[config.mk]
export PLATFORM = sky130hd
export DESIGN_NAME = alu8_seq_ctrl
export DESIGN_NICKNAME = d
export VERILOG_FILES = /design/src/rtl/alu8_seq_ctrl.sv
export SDC_FILE = /design/constraint.sdc
export NUM_CORES = 1
export LEC_CHECK = 0
export ABC_AREA = 0
export CAP_MARGIN = 10
export CORE_ASPECT_RATIO = 1.25
export CORE_MARGIN = 5
export CORE_UTILIZATION = 30
export CTS_CLUSTER_DIAMETER = 50
export CTS_CLUSTER_SIZE = 12
export DETAILED_ROUTE_END_ITERATION = 8
export GPL_ROUTABILITY_DRIVEN = 0
export HOLD_SLACK_MARGIN = 0.03
export SYNTH_ARGS = -nofsm -noshare
export SYNTH_HDL_FRONTEND = slang
export SYNTH_SLANG_ARGS = --single-unit
[constraint.sdc]
create_clock -name clk -period 5.24 [get_ports clk]
set_input_delay 0.524 -clock clk [delete_from_list [all_inputs] [get_ports clk]]
set_output_delay 0.524 -clock clk [all_outputs]
set_load 0.01 [all_outputs]
[src/rtl/alu8_seq_ctrl.sv]
`timescale 1ns/1ps
// Instruction sequencer for the 8-bit ALU. It fetches F, drives the ALU selects, captures the result and writes back to W or F.
// Legal ops take cycles 0-4 with done in cycle 4. Illegal ops and NOP finish in cycle 1. instr_ready is high only in IDLE, so there is no queueing.
module alu8_seq_ctrl #(
  parameter int         ADDR_W = 7,
  parameter logic [7:0] W_RST  = 8'h00
) (
  input  logic              clk,
  input  logic              rst_n,
  input  logic              instr_valid,
  input  logic [13:0]       instr,
  output logic              instr_ready,
  output logic [ADDR_W-1:0] f_addr,
  output logic              f_rd_en,
  input  logic [7:0]        f_rd_data,
  output logic              f_wr_en,
  output logic [7:0]        f_wr_data,
  output logic [7:0]        op_a1,
  output logic [7:0]        op_a,
  output logic [7:0]        op_b,
  output logic              clr,
  output logic              swap_n_mov,
  output logic              rlf_n_rrf,
  output logic              sub,
  output logic [1:0]        op_mux_l,
  output logic [1:0]        op_mux_a,
  output logic [1:0]        out_mux,
  output logic              c_in,
  input  logic [7:0]        alu_result,
  input  logic              c_new,
  input  logic              dc_new,
  input  logic              z_new,
  output logic [7:0]        w_q,
  output logic              status_c,
  output logic              status_dc,
  output logic              status_z,
  output logic              done,
  output logic              skip,
  output logic              illegal
);

  localparam logic [2:0] S_IDLE = 3'd0;
  localparam logic [2:0] S_RD   = 3'd1;
  localparam logic [2:0] S_OPL  = 3'd2;
  localparam logic [2:0] S_EX   = 3'd3;
  localparam logic [2:0] S_WB   = 3'd4;
  localparam logic [2:0] S_DN   = 3'd5;

  logic [2:0]        r_state;
  logic [ADDR_W-1:0] r_addr;
  logic [7:0]        r_f, r_res, r_w;
  logic              r_c, r_dc, r_z;
  logic              r_sc, r_sdc, r_sz;
  logic              r_clr, r_swap, r_rlf, r_sub, r_sel_w, r_wr_f, r_skip_op, r_ill;
  logic [1:0]        r_op_mux_l, r_op_mux_a, r_out_mux;
  logic [2:0]        r_mask;

  logic       w_illegal, w_nop;
  logic       w_clr, w_swap, w_rlf, w_sub, w_sel_w, w_wr_f, w_skip_op;
  logic [1:0] w_op_mux_l, w_op_mux_a, w_out_mux;
  logic [2:0] w_mask;

  assign w_illegal = (instr[13:12] != 2'b00);
  assign w_nop     = (instr[11:8] == 4'h0) && !instr[7];

  // Flag mask bits are {C, DC, Z}. Illegal ops and NOP leave every control at 0.
  always_comb begin
    w_clr = 1'b0; w_swap = 1'b0; w_rlf = 1'b0; w_sub = 1'b0;
    w_sel_w = 1'b0; w_skip_op = 1'b0; w_mask = 3'b000;
    w_op_mux_l = 2'd0; w_op_mux_a = 2'd0; w_out_mux = 2'd0;
    w_wr_f = instr[7] || (instr[11:8] == 4'h0);
    if (!(w_illegal || w_nop)) begin
      case (instr[11:8])
        4'h0: w_sel_w = 1'b1;
        4'h1: begin w_clr = 1'b1; w_mask = 3'b001; end
        4'h2: begin w_out_mux = 2'd3; w_op_mux_a = 2'd1; w_sub = 1'b1; w_mask = 3'b111; end
        4'h3: begin w_out_mux = 2'd3; w_op_mux_a = 2'd3; w_mask = 3'b001; end
        4'h4: begin w_out_mux = 2'd2; w_op_mux_l = 2'd0; w_mask = 3'b001; end
        4'h5: begin w_out_mux = 2'd2; w_op_mux_l = 2'd1; w_mask = 3'b001; end
        4'h6: begin w_out_mux = 2'd2; w_op_mux_l = 2'd2; w_mask = 3'b001; end
        4'h7: begin w_out_mux = 2'd3; w_op_mux_a = 2'd0; w_mask = 3'b111; end
        4'h8: w_mask = 3'b001;
        4'h9: begin w_out_mux = 2'd2; w_op_mux_l = 2'd3; w_mask = 3'b001; end
        4'hA: begin w_out_mux = 2'd3; w_op_mux_a = 2'd2; w_mask = 3'b001; end
        4'hB: begin w_out_mux = 2'd3; w_op_mux_a = 2'd3; w_skip_op = 1'b1; end
        4'hC: begin w_out_mux = 2'd1; w_mask = 3'b100; end
        4'hD: begin w_out_mux = 2'd1; w_rlf = 1'b1; w_mask = 3'b100; end
        4'hE: w_swap = 1'b1;
        default: begin w_out_mux = 2'd3; w_op_mux_a = 2'd2; w_skip_op = 1'b1; end
      endcase
    end
  end

  always_ff @(posedge clk or negedge rst_n) begin
    if (!rst_n) begin
      r_state <= S_IDLE;   r_addr <= '0;
      r_f <= 8'h00;        r_res <= 8'h00;    r_w <= W_RST;
      r_c <= 1'b0;         r_dc <= 1'b0;      r_z <= 1'b0;
      r_sc <= 1'b0;        r_sdc <= 1'b0;     r_sz <= 1'b0;
      r_clr <= 1'b0;       r_swap <= 1'b0;    r_rlf <= 1'b0;      r_sub <= 1'b0;
      r_sel_w <= 1'b0;     r_wr_f <= 1'b0;    r_skip_op <= 1'b0;  r_ill <= 1'b0;
      r_op_mux_l <= 2'd0;  r_op_mux_a <= 2'd0; r_out_mux <= 2'd0; r_mask <= 3'b000;
    end else begin
      case (r_state)
        S_IDLE: if (instr_valid) begin
          r_addr <= instr[ADDR_W-1:0];
          r_clr <= w_clr;           r_swap <= w_swap;         r_rlf <= w_rlf;
          r_sub <= w_sub;           r_sel_w <= w_sel_w;       r_wr_f <= w_wr_f;
          r_skip_op <= w_skip_op;   r_mask <= w_mask;         r_ill <= w_illegal;
          r_op_mux_l <= w_op_mux_l; r_op_mux_a <= w_op_mux_a; r_out_mux <= w_out_mux;
          r_state <= (w_illegal || w_nop) ? S_DN : S_RD;
        end
        S_RD:  r_state <= S_OPL;
        S_OPL: begin r_f <= f_rd_data; r_state <= S_EX; end
        S_EX: begin
          r_res <= alu_result; r_c <= c_new; r_dc <= dc_new; r_z <= z_new;
          r_state <= S_WB;
        end
        S_WB: begin
          if (!r_wr_f)   r_w   <= r_res;
          if (r_mask[2]) r_sc  <= r_c;
          if (r_mask[1]) r_sdc <= r_dc;
          if (r_mask[0]) r_sz  <= r_z;
          r_state <= S_IDLE;
        end
        default: r_state <= S_IDLE;
      endcase
    end
  end

  assign instr_ready = (r_state == S_IDLE);
  assign f_addr      = r_addr;
  assign f_rd_en     = (r_state == S_RD);
  assign f_wr_en     = (r_state == S_WB) && r_wr_f;
  assign f_wr_data   = r_res;
  assign op_a1       = r_sel_w ? r_w : r_f;
  assign op_a        = r_f;
  assign op_b        = r_w;
  assign clr         = r_clr;
  assign swap_n_mov  = r_swap;
  assign rlf_n_rrf   = r_rlf;
  assign sub         = r_sub;
  assign op_mux_l    = r_op_mux_l;
  assign op_mux_a    = r_op_mux_a;
  assign out_mux     = r_out_mux;
  assign c_in        = r_sc;
  assign w_q         = r_w;
  assign status_c    = r_sc;
  assign status_dc   = r_sdc;
  assign status_z    = r_sz;
  assign done        = (r_state == S_WB) || (r_state == S_DN);
  assign illegal     = (r_state == S_DN) && r_ill;
  assign skip        = (r_state == S_WB) && r_skip_op && (r_res == 8'h00);

endmodule

==> results.py <==
metrics = {
    "critical_path": {
        "crit_cells": 3,
        "setup.worst_path.end_class": "output pin",
        "crit_buf_inv": 1,
        "cp-endpoint": "skip",
        "required_ns": 4.72,
        "ff2ff_setup_slack_ns": 3.06,
        "crit_path_start_kind": "flip-flop",
        "reg2reg_to": "op_b[4]$_DFFE_PN0P_",
        "worstSetupPathType": "reg -> out",
        "slowest_stage": "or4b_2",
        "startpoint": "f_wr_data[2]$_DFFE_PN0P_",
        "reg2reg_depth": 3,
        "rr_startpoint": "r_state[2]$_DFFE_PN0P_",
        "crit_family": "simple AND/OR/NAND/NOR gates",
        "path_max_fanout": 4,
        "path_cells": "or4b_2, nor4_1, clkdlybuf4s50_1",
        "critPathMaxStageDelay_ns": 0.68,
        "crit_arrival_ns": 2.28,
    },
    "floorplanning": {
        "start_util_pct": 30.4,
        "die_y_microns": 114,
        "rows": 38,
        "die_area_sq_um": 10600,
        "ioPinCount": 103,
        "die_w_microns": 93.2,
        "coreArea_sq_um": 8560,
    },
    "timing": {
        "fin_hold_ws_ns": 0.331,
        "timing.final.crit_period_ns": 2.80,
        "setup_viol": 0,
        "timing.fmax_ghz": 0.357,
        "maxSlewHeadroom_pct": 33.0,
        "tns_ns": 0,
        "finClkSkew_ns": 0.00717,
        "post-route-period-util_pct": 53.5,
        "drv_slew": 0,
        "rsz0062_at_grt": "no",
        "hold_viol": 0,
        "worst_pin_slew_ns": 1.01,
    },
    "yosys": {
        "syn_inst": 224,
        "synth-adder-area-share_pct": 0,
        "synth_seq_cells": 57,
        "yosys.area_share.xor_xnor_pct": 0.674,
        "synth_top_cell_area_share_pct": 54.9,
        "ys_top_cells_by_area": "dfrtp_1, mux2_2, nand2_1",
        "synth_mux_area_share_pct": 16.5,
        "syn-num-nets": 260,
        "async_flop_share_pct": 100,
        "yosysTopAreaCell": "dfrtp_1",
        "synthSimpleGateAreaFrac_pct": 15.3,
        "syn_area_sq_um": 2600,
        "synth_compound_area_share_pct": 6.98,
        "synth_top_family_by_area": "multiplexers",
        "seq_area_frac_synth_pct": 54.9,
        "ys.flop_type": "dfrtp_1",
        "synth_area_per_cell_sq_um": 11.6,
        "synth.distinct_cells": 40,
        "yosysWarnings": 0,
        "synth_edf_count": 0,
    },
    "clock_tree": {
        "clkLatencyLatePin_ns": 0.33,
        "cts_tree": "yes",
        "holdBufCountCts": 0,
        "cts_root_buf": "clkbuf_8",
        "cts_buffers": 9,
        "clkTransAtPathRegs_ns": 0.07,
        "cts-htree-levels": 3,
        "cts.sinks": 57,
        "cts_setup_buffers": 0,
        "cts_resized": 0,
        "clock_path_buffers": 2,
    },
    "pwr": {
        "p_sw_mw": 0.704,
        "leakagePower_nw": 1.58,
        "pwr-share-seq_pct": 35.6,
        "switching_share_pct": 32.0,
        "ir_drop_mv": 0.205,
        "total_power_mw": 2.20,
        "internal_power_mw": 1.50,
        "power-per-cell-area_nw_per_um2": 575,
        "combPwrFrac_pct": 44.4,
        "power.share.clock_pct": 20.0,
    },
    "global_routing": {
        "grt_use_total_pct": 12.6,
        "overflow": 0,
        "grt_antenna_before_repair": 0,
        "grt_pass1_vias": 2000,
        "grt_max_degree": 58,
        "grt_pass1_wl_microns": 10300,
    },
    "routing": {
        "viasPerCell": 4.75,
        "wirelength_microns": 6440,
        "drc_errors": 0,
        "drtIter0Drc": 46,
        "num_vias": 1994,
        "routedWlPerCell_microns": 15.3,
        "ant_nets": 0,
        "dr.pass1.iters": 6,
    },
    "place": {
        "dpl_cell_area_sq_um": 3620,
        "hpwl_microns": 4630,
        "io_buffers": 102,
    },
    "finish": {
        "drive_gt1_share_pct": 19.7,
        "num_antenna_cells": 0,
        "finish.instance_area_sq_um": 3830,
        "ff_latch_area_sq_um": 1430,
        "nFillCells": 811,
        "nNetsFinal": 351,
        "final_util_pct": 44.7,
        "syn_to_final_growth_pct": 47.2,
        "multi_input_area_sq_um": 1030,
    },
    "job": {
        "cap_violations": 0,
    },
    "hold_path": {
        "hp-class": "in -> async",
    },
    "outcome": {
        "outcome": "finished clean",
    },
}
-- worst register-to-register path: stages, from the launching register on --
cell     delay, ns
dfrtp_1       0.53
nor3b_2       0.43
nor2b_1       0.69
mux2_2        0.41
-- sequential cells by signal (all words and copies together) (netlist names), 2 cells and up --
signal	count
op_a	8
r_mask	3
f_addr	7
op_mux_a	2
op_mux_l	2
op_b	8
f_wr_data	8
out_mux	2
r_state	3
-- layer usage --
layer	vias up	routed length [microns]	GRT usage [%]
met1	963	2890	15.9
met5	-	0	0
li1	951	-	-
met3	7	526	4.34
met2	73	2920	19.3
met4	0	104	6.16
-- synthesized netlist by cell type (3+ instances only) --
master / number
clkbuf_1: 6
nor2_1: 9
a22o_1: 3
o21ai_0: 7
nor3_1: 5
o31ai_1: 5
buf_4: 9
a21oi_1: 3
mux2_2: 38
nand2_1: 38
dfrtp_1: 57
buf_2: 5
nor2b_1: 5
-- worst min path at each step --
| stage | startpoint | to |
|---|---|---|
| finish | rst_n | op_a[7]$_DFFE_PN0P_ |
| global route | rst_n | op_a[1]$_DFFE_PN0P_ |
| CTS | rst_n | op_a[1]$_DFFE_PN0P_ |
| detailed placement | f_addr[3]$_DFFE_PN0P_ | f_addr[3]$_DFFE_PN0P_ |
| global placement | f_addr[0]$_DFFE_PN0P_ | f_addr[0]$_DFFE_PN0P_ |
| floorplan | rst_n | c_in$_DFFE_PN0P_ |
-- kinds of logic after synthesis --
kind of cell    after synthesis
compound gates               25
xor+xnor                      2
buf+inv                      25
flops                        57
mux                          38
simple gates                 77
-- power by group through the flow --
| stage | clock [mW] | sequential [mW] | combinational (mW) |
|---|---|---|---|
| floorplan | 0 | 0.806 | 0.468 |
| global placement | 0 | 0.784 | 0.988 |
| detailed placement | 0 | 0.796 | 0.995 |
| CTS | 0.456 | 0.789 | 0.997 |
| global route | 0.475 | 0.821 | 1.05 |
| finish | 0.440 | 0.784 | 0.976 |
-- final cells by class --
type | count | share of cell area (%)
Multi-Input combinational cell | 142 | 26.9
Clock buffer | 10 | 3.34
Timing Repair Buffer | 104 | 26.9
Clock inverter | 6 | 2.16
Inverter | 1 | 0.0981
Sequential cell | 57 | 37.3
Tap cell | 100 | 3.27
-- per-stage QoR --
step / instances / worst slack, ns
2_1_floorplan: 224 / 3.22
3_3_place_gp: 404 / 2.71
3_5_place_dp: 404 / 2.68
4_1_cts: 420 / 2.42
5_1_grt: 420 / 2.24
6_report: 420 / 2.44
-- cell usage in the layout (no fill, tap or decap), types with 2 or more instances in the layout --
master / n
buf_4: 2
dfrtp_1: 57
clkbuf_8: 9
nor4_1: 2
xnor2_1: 2
bufinv_16: 2
nand2_1: 38
o21ai_0: 7
o31ai_1: 5
mux2_2: 38
a21oi_1: 3
nor3_1: 5
nor2_1: 9
clkdlybuf4s50_1: 101
a22o_1: 3
nor3b_2: 2
nand3_1: 2
clkinv_2: 3
nor2b_1: 5
Note: power is estimated with default switching activity, not from simulation.
